==> config.mk <==
export PLATFORM = sky130hd
export DESIGN_NAME = shift_reg_univ
export DESIGN_NICKNAME = d
export VERILOG_FILES = /design/src/rtl/shift_reg_univ.sv
export SDC_FILE = /design/constraint.sdc
export NUM_CORES = 1
export LEC_CHECK = 0
export BUFFER_PORTS_ARGS = -buffer_cell sky130_fd_sc_hd__clkbuf_2
export CORE_MARGIN = 2
export CORE_UTILIZATION = 48
export DETAILED_ROUTE_END_ITERATION = 8
export PLACE_DENSITY = 0.83
export SLEW_MARGIN = 20
export SYNTH_ARGS = -nofsm -noshare
export SYNTH_HDL_FRONTEND = slang
export SYNTH_SLANG_ARGS = --single-unit
==> constraint.sdc <==
create_clock -name clk -period 1.7 [get_ports clk]
set_input_delay 0.34 -clock clk [delete_from_list [all_inputs] [get_ports clk]]
set_output_delay 0.34 -clock clk [all_outputs]
set_load 0.1 [all_outputs]
==> src/rtl/shift_reg_univ.sv <==
// shift_reg_univ: WIDTH-bit universal register with parallel load, multi-step
// shift left/right, serial in/out and a start/busy/done handshake.
//
// Ports:
//   clk    rising-edge clock
//   rst    asynchronous active-high reset
//   start  request strobe, sampled only while idle
//   mode   00 hold, 01 parallel load, 10 shift left, 11 shift right
//   amt    number of shift steps (shift modes only)
//   d      parallel load data
//   sin    serial fill bit, sampled on every shift edge
//   rot    rotate select (only with SHIFT_REG_UNIV_ROTATE_EN)
//   q      register contents; q_not is its complement
//   sout   last bit shifted out
//   busy   multi-step shift in progress
//   done   one-cycle completion pulse
//
// Optional feature macro: SHIFT_REG_UNIV_ROTATE_EN (rotate instead of fill from sin).
module shift_reg_univ #(
    parameter int WIDTH = 8,
    parameter int CNT_W = 4
) (
    input  logic             clk,
    input  logic             rst,
    input  logic             start,
    input  logic [1:0]       mode,
    input  logic [CNT_W-1:0] amt,
    input  logic [WIDTH-1:0] d,
    input  logic             sin,
    input  logic             rot,
    output logic [WIDTH-1:0] q,
    output logic [WIDTH-1:0] q_not,
    output logic             sout,
    output logic             busy,
    output logic             done
);
    typedef enum logic {IDLE, SHIFT} state_t;

    state_t           state;
    logic [CNT_W-1:0] rem;
    logic             dir_l;
    logic             dir;
    logic             rot_sel;
    logic             out_bit;
    logic             fill;
    logic [WIDTH-1:0] shifted;

`ifdef SHIFT_REG_UNIV_ROTATE_EN
    logic rot_l;
    // The first shift happens at the start edge, before rot is latched.
    assign rot_sel = (state == IDLE) ? rot : rot_l;
`else
    logic unused_rot;
    assign unused_rot = rot;
    assign rot_sel    = 1'b0;
`endif

    // Direction comes live from mode on the start edge, latched afterwards.
    assign dir     = (state == IDLE) ? mode[0] : dir_l;
    assign out_bit = dir ? q[0] : q[WIDTH-1];
    assign fill    = rot_sel ? out_bit : sin;
    assign shifted = dir ? {fill, q[WIDTH-1:1]} : {q[WIDTH-2:0], fill};
    assign q_not   = ~q;
    assign busy    = (state == SHIFT);

    always_ff @(posedge clk or posedge rst) begin
        if (rst) begin
            state <= IDLE;
            rem   <= '0;
            dir_l <= 1'b0;
            q     <= '0;
            sout  <= 1'b0;
            done  <= 1'b0;
`ifdef SHIFT_REG_UNIV_ROTATE_EN
            rot_l <= 1'b0;
`endif
        end else begin
            done <= 1'b0;
            if (state == SHIFT) begin
                q    <= shifted;
                sout <= out_bit;
                rem  <= rem - CNT_W'(1);
                if (rem == CNT_W'(1)) begin
                    state <= IDLE;
                    done  <= 1'b1;
                end
            end else if (start) begin
                if (mode[1] && amt != '0) begin
                    q     <= shifted;
                    sout  <= out_bit;
                    dir_l <= mode[0];
                    rem   <= amt - CNT_W'(1);
                    state <= (amt == CNT_W'(1)) ? IDLE : SHIFT;
                    done  <= (amt == CNT_W'(1));
`ifdef SHIFT_REG_UNIV_ROTATE_EN
                    rot_l <= rot;
`endif
                end else begin
                    q    <= (mode == 2'b01) ? d : q;
                    done <= 1'b1;
                end
            end
        end
    end
endmodule
; ---- Word level (Yosys, flattened, before mapping)
; Cells that the tools add are included.
[op_classes]
add_sub_neg = 2
mul = 0
n_div = 0
order_cmp = 0
eq_ne = 3
shift = 0
n_mux = 22
bitwise_logic = 2
reduce_logical = 8
[ops]
columns = op, count
row1 = 8-bit 2-to-1 mux, 5
row2 = 1-bit 2-to-1 mux, 14
row3 = 4-bit 2-to-1 mux, 3
row4 = 4-bit by 1-bit equality test with 1-bit output (second input constant), 2
row5 = 8-bit inverter, 1
row6 = 4-bit by 1-bit subtractor with 4-bit output (second input constant), 2
row7 = 2-bit AND reduction, 2
row8 = 2-bit nonzero test, 2
row9 = 4-bit nonzero test, 1
row10 = 3-bit AND reduction, 1
row11 = 3-bit nonzero test, 1
row12 = 2-bit by 1-bit equality test with 1-bit output (second input constant), 1
row13 = 1-bit logical AND, 1
row14 = 1-bit inverter, 1
[word_totals]
reg_bits = 16
latch_bits = 0
mem_bits_rw = 0
rom_bits = 0
in_bits = 19
out_inout_bits = 19
elab_cells = 43
mem_count = 0

; ---- Logic depth before layout (Yosys ltp)
; Gate-level depths: netlist of run 1.
[logic_depth]
word_depth = 5
ltp_mapped = 7
mapped_depth_nobuf = 6

; ---- Worst setup path before layout of run 1
; OpenSTA, ideal clock, no wires.
[synth_timing]
kind = register -> register
start = register state, in the netlist busy
end = register q[0]
setup_time_ns = 0.125
arrival_time_ns = 2.076
required_ns = 1.575
slack_ns = -0.501
path_stages_with_launch = 6
path_buffers = 1
period_less_slack_ns = 2.201
cell_sequence = dfrtp_1 -> buf_6 -> mux2i_4 -> mux2_4 -> mux2i_1 -> o21ai_1
[synth_via]
elab_chain_cells = 5
word_cells_on_any_way = 8
classes_between = mux: 5 / reduce/logical: 3
[synth_rtl]
columns = item, line_no
row1 = from (decl), 39  ; state_t state;
row2 = from (signal assigned), 93  ; state <= (amt == CNT_W'(1)) ? IDLE : SHIFT;
row3 = 1-bit 2-to-1 mux, 59  ; assign dir = (state == IDLE) ? mode[0] : dir_l;
row4 = 8-bit 2-to-1 mux, 62  ; assign shifted = dir ? {fill, q[WIDTH-1:1]} : {q[WIDTH-2:0], fill};
row5 = 8-bit 2-to-1 mux, 88  ; if (mode[1] && amt != '0) begin
row6 = 8-bit 2-to-1 mux, 87  ; end else if (start) begin
row7 = 8-bit 2-to-1 mux, 79  ; if (state == SHIFT) begin
row8 = to (signal assigned), 80  ; q <= shifted;
row9 = to (signal assigned), 89  ; q <= shifted;
row10 = to (signal assigned), 99  ; q <= (mode == 2'b01) ? d : q;
row11 = to (decl), 31  ; output logic [WIDTH-1:0] q,
; Several ways; a longest one is shown, not always the timed one. The select of a mux whose other input is x is not followed.
; A chain may end at the register's enable or synchronous reset.

; ---- Worst setup path in the final report of run 1
[layout_timing]
start = register state, in the netlist busy
end = register q[4]
; The elaborated chain is that of the path after synthesis.

==> results of run 1 <==
[final timing paths]
| check | start | end | slack (ns) | cells past startpoint |
|---|---|---|---|---|
| min | rst | done | 0.09 | 2 |
| max | busy | q[4] | 0.11 | 5 |
| min reg2reg | sout | sout | 0.50 | 1 |
| max reg2reg | busy | q[4] | 0.11 | 5 |
| min in group clk | d[5] | q[5] | 0.32 | 3 |
| max in group asynchronous | rst | q[2] | 1.15 | 2 |
[routing by layer]
layer	wire length (µm)	vias to the layer above
met5	0	-
met4	42	0
met3	129	4
met2	1180	33
met1	976	426
li1	-	461
[per-stage QoR]
stage / hold slack (ns) / setup slack, ns
after global placement: 0.416 / 0.0837
final: 0.0878 / 0.109
after global routing: 0.132 / 0.0166
after CTS: 0.102 / 0.0990
after floorplan: 0.254 / -0.129
after detailed placement: 0.432 / -0.0127
[layout by cell type, fill, tap and decap left out]
cell type	n
nand3_1	1
o31ai_1	2
xnor2_1	1
o21ai_0	2
clkinvlp_4	8
mux2_1	1
ha_1	5
nor3b_4	1
dfrtp_1	7
buf_12	2
nor4_1	1
clkbuf_2	27
nor3_1	2
mux2i_1	17
nand2_1	15
dfrtp_4	9
inv_1	7
o211a_2	1
o211ai_1	1
o21a_1	1
o21ai_1	11
o21ai_4	1
a21oi_1	2
mux2_4	2
clkbuf_4	3
xor2_1	2
o311a_1	1
clkbuf_1	1
buf_4	12
nor2_1	3
a211oi_1	1
mux2i_4	1
nand3b_1	1
[registers in the layout (all words and copies together) (netlist names)]
signal	cells
busy	1
dir_l	1
done	1
q	8
rem	4
sout	1
[area by class of cell]
cell class / count / area (µm²)
tap: 28 / 35.0
fill: 176 / 714
multi-input combinational: 76 / 587
timing repair buffer: 41 / 265
inverter: 15 / 86.3
sequential: 16 / 434
clock buffer: 4 / 26.3
[kinds of logic after synthesis]
logic type	count (synthesis)	synth area share (%)
and+or+nand+nor	24	10.8
AOI/OAI and AO/OA	23	14.0
muxes	21	22.0
buffers and inverters	17	7.07
DFF	16	37.7
adders and majority gates	5	5.89
xor gates and xnor gates	3	2.47
[critical path: cells and delay by family (launching register included)]
kind | cells | cell delay, ns
buf+inv | 1 | 0.23
flops | 1 | 0.51
compound gates | 1 | 0.12
mux | 3 | 0.65
==> reports/results.txt, run 1 <==
status -> complete, no violations
Post-Syn Instances -> 109
CP Class -> flop to flop
CTS root buf -> clkbuf_4
Starting Density -> 49.4%
min-delay worst type -> input port to asynchronous set/reset pin
Fin. Hold Viols -> 0
max_slew headroom -> 59.0%
count of final setup violators -> 0
die height -> 51.0 µm
Reg clk slew, reported paths -> 0.10 ns
placed instance area -> 1410 µm²
CTS tree -> built
Ports -> 38
Finished Core Util -> 66.7%
Post-CTS Resized -> 0
Slowest-stage cell, CP -> dfrtp_4
Synth area leader -> dfrtp_1
FFs w/ async S/R, synth -> 100%
routing usage on met2 -> 37.0%
setup repair bufs after CTS -> 0
Die Span X -> 51.0 µm
Area contributors post-synth -> dfrtp_1 38%, mux2i_1 16%, ha_1 5.9%
DRC viols -> 0
setup TNS -> 0 ns
floorplan core area -> 2150 µm²
routability cong. -> 0.830
Post-synth EDFFs -> 0
nets@finish -> 177
RSZ-0062 raised after global routing -> false
syn_nets -> 133
maxcap violations -> 0
CP cell instances -> mux2i_4, buf_4, mux2i_1, mux2i_1, o21ai_1
maximum net fanout on the critical path -> 10
layout cells sized above 1 -> 44.1%
cts bufs inserted -> 3
Top FF cell, synth -> dfrtp_1
Worst-Margin Slew -> 0.614 ns
synthesized area -> 1060 µm²
n_diodes -> 0
largest net degree at the start of global routing -> 17
Worst Setup End Kind -> flop
DR iter-0 viols -> 11
Tot GR Track Use -> 20.1%
grt ovf -> 0
Final ANT Viol Nets -> 0
Tmin final -> 1.59 ns
M3 GR Usage -> 3.22%
CP dominant cell by count -> mux2i_1
Clock Latency Late Sink -> 0.29 ns
antenna violations before repair -> 0
CP arrival -> 1.81 ns
first-pass GRT wire length -> 3910 µm
WL per Instance -> 12.9 µm
placed wire-length estimate -> 1880 µm
area grow syn2layout -> 35.0%
Syn Area/Cell -> 9.75 µm²
most frequent cell after synthesis -> mux2i_1
CTS sink count -> 16
Ys Warns -> 0
Fmax achieved -> 628 MHz
Synth top cells by count -> 17 x mux2i_1, 16 x dfrtp_1, 15 x inv_1, 15 x nand2_1, 11 x o21ai_1
FP Rows -> 17
fin cells -> 180
vias in the first global route -> 921
Tcrit/Tclk final -> 93.6%
die area -> 2610 µm²
CP startpoint kind -> flop
Final Skew -> 0.00862 ns
WP data required -> 1.92 ns
Vias per Instance -> 5.13
Yosys cell types -> 28
# hold bufs at CTS -> 0
Seq/Total Area, Yosys -> 37.7%
placed cell count -> 176
First-pass DRT Iterations -> 4
most used routing layer -> met2
fin area -> 1430 µm²
Yosys reg bits -> 16
CP max stage delay -> 0.51 ns
Max Buffers Root-to-Sink -> 2
routed wire length -> 2320 µm
fin. max-slew vios -> 0
H-tree depth -> 1
met1 Resource Use GR -> 21.8%
top cell type's share of synthesized area -> 37.7%
I/O Buffers -> 36
Vias -> 924
Power of run 1 is left out: the tool's default activity adds up to more than one toggle a clock period on the data nets, which glitch-free logic cannot reach.
==> inputs of run 2 (changes only) <==
CORE_UTILIZATION = 52   (was 48)
PLACE_DENSITY = 0.88   (was 0.83)
clock period = 2 ns   (was 1.7 ns; I/O delays follow)
==> run 2 against run 1 <==
  * Setup slack gained 0.22 ns
  * Register-to-register slack improved by 0.24 ns
  * Critical endpoint is now q_not[6]
  * Via count increased by 0.65%
  * Largest cell class unchanged
==> reports/results.txt, run 2 (synthesis results as in run 1) <==
CTS sink count -> 16
Slowest-stage cell, CP -> dfrtp_2
layout cells sized above 1 -> 42.6%
antenna violations before repair -> 0
Fin. Hold Viols -> 0
Tmin final -> 1.67 ns
largest net degree at the start of global routing -> 17
setup TNS -> 0 ns
die area -> 2420 µm²
WL per Instance -> 12.8 µm
Worst-Margin Slew -> 0.577 ns
Reg clk slew, reported paths -> 0.09 ns
cts bufs inserted -> 3
floorplan core area -> 1940 µm²
routed wire length -> 2240 µm
Final Skew -> 0.00236 ns
First-pass DRT Iterations -> 4
# hold bufs at CTS -> 0
I/O Buffers -> 36
placed wire-length estimate -> 1860 µm
CP startpoint kind -> flop
CP arrival -> 1.27 ns
Vias -> 930
H-tree depth -> 1
Die Span X -> 49.2 µm
status -> complete, no violations
grt ovf -> 0
Final ANT Viol Nets -> 0
CP Class -> flop to output port
n_diodes -> 0
Starting Density -> 54.7%
RSZ-0062 raised after global routing -> false
vias in the first global route -> 937
routability cong. -> 0.818
Vias per Instance -> 5.31
setup repair bufs after CTS -> 0
Fillers -> 153
CP max stage delay -> 0.45 ns
first-pass GRT wire length -> 4120 µm
FP Rows -> 16
WP data required -> 1.60 ns
max reg flops -> 8
nets@finish -> 173
fin. max-slew vios -> 0
CTS root buf -> clkbuf_4
count of final setup violators -> 0
max_slew headroom -> 61.5%
leading cell type in the layout, fill and taps excluded -> clkbuf_2
Fmax achieved -> 599 MHz
CP cell instances -> clkinvlp_4, clkbuf_2
DRC viols -> 0
most frequent cells in the layout -> 36 x clkbuf_2, 17 x mux2i_1, 15 x nand2_1, 11 x o21ai_1, 9 x dfrtp_2
Tcrit/Tclk final -> 83.5%
Post-CTS Resized -> 0
maxcap violations -> 0
DR iter-0 viols -> 16
Storage cell area -> 412 µm²
Max Buffers Root-to-Sink -> 2
Ports -> 38
die height -> 49.2 µm
min-delay worst type -> input port to asynchronous set/reset pin
Tot GR Track Use -> 21.9%
maximum net fanout on the critical path -> 4
area of the multi-input gates -> 587 µm²
Worst Setup End Kind -> output port
CTS tree -> built
area grow syn2layout -> 25.4%
Largest regs -> q: 8 flops, rem: 4 flops
Largest Register -> q
Finished Core Util -> 68.6%
Clock Latency Late Sink -> 0.28 ns
run 2: changes by cell type in the layout (fill, tap and decap cells not counted):
cell	before	now
buf_12	2	0
dfrtp_4	9	0
buf_4	12	1
clkbuf_2	27	36
dfrtp_2	0	9
run 2: path summary, 6_finish.rpt:
kind / cells past startpoint / slack, ns / startpoint / end
min: 2 / 0.14 / rst / dir_l
min reg2reg: 1 / 0.50 / sout / sout
max in group asynchronous: 2 / 1.44 / rst / q[0]
min in group clk: 3 / 0.38 / start / busy
max: 2 / 0.33 / q[6] / q_not[6]
max reg2reg: 5 / 0.35 / busy / q[6]
run 2: layout make-up:
class | instances | share of cell area (%)
multi-input combinational | 76 | 44.0
timing repair buffer | 37 | 14.1
tap | 27 | 2.54
sequential | 16 | 30.9
clock buffer | 4 | 1.97
inverter | 15 | 6.48
run 2: metal layers:
metal  GRT usage [%]  wire length (µm)  share of wire, %
met1            25.6               907                40
met2            39.2              1160                52
met3            3.99               150               6.7
met4            8.57                27               1.2
met5               0                 0                 0
run 2: critical path, delay by kind of cell, from the launching register on:
kind                   cells  cell delay, ns
buffers and inverters      2            0.54
DFF                        1            0.45
run 2: through the flow:
step / instance area [µm²] / cells / worst slack, ns / hold slack, ns
floorplan: 1100 / 109 / 0.0795 / 0.313
global placement: 1310 / 171 / 0.225 / 0.471
detailed placement: 1310 / 171 / 0.142 / 0.480
CTS: 1330 / 175 / 0.321 / 0.174
global route: 1330 / 175 / 0.221 / 0.216
finish: 1330 / 175 / 0.329 / 0.145
Power of run 2 is left out for the same reason.
==> inputs of run 3 (changes only) <==
ABC_AREA = 1   (was default)
CORE_UTILIZATION = 50   (was 52)
PLACE_DENSITY = 0.83   (was 0.88)
clock period = 1.6 ns   (was 2 ns; I/O delays follow)
==> run 3 against run 2 <==
  * Area after synthesis increased by 14%
  * Hold slack got worse by 0.078 ns
  * Clock skew about the same
  * Setup slack got worse by 0.17 ns
  * Critical path depth unchanged
  * Non-clock buffer count unchanged
  * Die area increased by 17%
  * Core utilization increased by 7.7 points
  * Global-route usage increased by 3.5 points
  * Flip-flop and latch count unchanged
  * Largest cell class unchanged
  * Highest routed layer unchanged
==> reports/results.txt, run 3 <==
Largest regs -> q: 8 flops, rem: 4 flops
Worst-Margin Slew -> 0.621 ns
area grow syn2layout -> 42.1%
FP Rows -> 17
FFs w/ async S/R, synth -> 100%
cts bufs inserted -> 3
# hold bufs at CTS -> 0
routed wire length -> 3170 µm
CTS sink count -> 16
first-pass GRT wire length -> 5290 µm
layout cells sized above 1 -> 43.9%
Post-CTS Resized -> 0
placed wire-length estimate -> 2450 µm
Reg clk slew, reported paths -> 0.10 ns
CTS tree -> built
syn_nets -> 192
n_diodes -> 0
Synth area leader -> dfrtp_1
R2R Path Start -> busy
Starting Density -> 53.7%
Tmin final -> 1.44 ns
largest net degree at the start of global routing -> 20
area of the multi-input gates -> 756 µm²
CTS root buf -> clkbuf_4
most frequent cells in the layout -> 55 x nand2_1, 19 x clkbuf_2, 15 x nand3_2, 11 x inv_1
Finished Core Util -> 76.4%
maximum net fanout on the critical path -> 3
top cell type's share of synthesized area -> 33.1%
setup TNS -> 0 ns
max_slew headroom -> 58.5%
Vias per Instance -> 5.34
nets@finish -> 230
H-tree depth -> 1
Area contributors post-synth -> dfrtp_1 33%, nand2_1 17%, nand3_1 9.1%
CP max stage delay -> 0.51 ns
Post-synth EDFFs -> 0
Tcrit/Tclk final -> 89.8%
RSZ-0062 raised after global routing -> false
Yosys cell types -> 26
die area -> 2830 µm²
Setup WS post-layout -> 0.164 ns
Final Skew -> 0.00231 ns
Synth top cells by count -> 55 x nand2_1, 22 x nand3_1, 19 x inv_1
WP data required -> 1.28 ns
most frequent cell after synthesis -> nand2_1
Tot GR Track Use -> 25.4%
maxcap violations -> 0
synthesized area -> 1210 µm²
setup repair bufs after CTS -> 0
CP cell instances -> clkinvlp_4, buf_12
placed instance area -> 1690 µm²
I/O Buffers -> 36
Yosys reg bits -> 16
Post-Syn Instances -> 168
Ports -> 38
Vias -> 1244
antenna violations before repair -> 0
grt ovf -> 0
vias in the first global route -> 1216
Ys Warns -> 0
Die Span X -> 53.2 µm
floorplan core area -> 2250 µm²
fin. max-slew vios -> 0
WL per Instance -> 13.6 µm
Storage cell area -> 432 µm²
Worst Setup End Kind -> output port
Fillers -> 162
fin area -> 1720 µm²
die height -> 53.2 µm
Fin. Hold Viols -> 0
Final ANT Viol Nets -> 0
count of final setup violators -> 0
Largest Register -> q
Seq/Total Area, Yosys -> 33.1%
CP startpoint kind -> flop
First-pass DRT Iterations -> 4
Max Buffers Root-to-Sink -> 2
DRC viols -> 0
status -> complete, no violations
Clock Latency Late Sink -> 0.29 ns
CP Class -> flop to output port
CP arrival -> 1.12 ns
Critical Path Source -> q[6]
DR iter-0 viols -> 42
leading cell type in the layout, fill and taps excluded -> nand2_1
Place WS -> 0.0545 ns
Slowest-stage cell, CP -> dfrtp_4
Top FF cell, synth -> dfrtp_1
max reg flops -> 8
min-delay worst type -> input port to asynchronous set/reset pin
Syn Area/Cell -> 7.21 µm²
routability cong. -> 0.906
Fmax achieved -> 696 MHz
## run 3: cell types whose count changed after synthesis, sizes merged, moves of 3 or more
cell,delta
o21ai,+4
nand3,+22
nand3b,+7
inv,+7
mux2i,-18
mux2,-3
nand2,+48
## run 3: final cells by class
| class | instances | area share, % |
|---|---|---|
| Timing Repair Buffer | 37 | 19.9 |
| Sequential cell | 16 | 25.1 |
| Clock buffer | 4 | 2.11 |
| Multi-Input combinational cell | 126 | 43.9 |
| Tap cell | 28 | 2.03 |
| Inverter | 22 | 6.98 |
## run 3: path summary, 6_finish.rpt
kind | end | slack, ns | depth (start not counted)
worst min register to register | sout | 0.50 | 2
max in group asynchronous | q[6] | 1.07 | 2
worst max register to register | q[6] | 0.17 | 7
worst max-delay path | q_not[6] | 0.16 | 2
min in group clk | done | 0.33 | 3
worst min-delay path | q[1] | 0.07 | 2
## run 3: per-layer routing
layer | global-route usage (%) | vias to the layer above | share of wire (%)
li1 | - | 617 | -
met1 | 30.7 | 583 | 41
met2 | 45.9 | 38 | 54
met3 | 2.26 | 6 | 4.6
met4 | 9.40 | 0 | 1.2
met5 | 0 | - | 0
## run 3: cell families (layout without fill, tap and decap cells)
family                   count (synthesis)  in the layout  synth area share, %
AND/OR/NAND/NOR                        100            100                 40.7
buffers and inverters                   26             63                 10.3
AO/OA/AOI/OAI                           20             20                 10.0
flip-flops                              16             16                 33.1
adder cells (fa/ha/maj)                  5              5                 5.17
XOR/XNOR                                 1              1                0.723
## run 3: through the flow
stage,cells,hold WS [ns]
after detailed placement,229,0.416
final,233,0.0670
after global placement,229,0.404
after global routing,233,0.124
after floorplan,168,0.234
after CTS,233,0.0958
## run 3: worst max-delay path, delay by kind of cell (launching register included)
kind	cells	cell delay, ns
buffers and inverters	2	0.31
flip-flops	1	0.51
Power of run 3 is left out for the same reason.
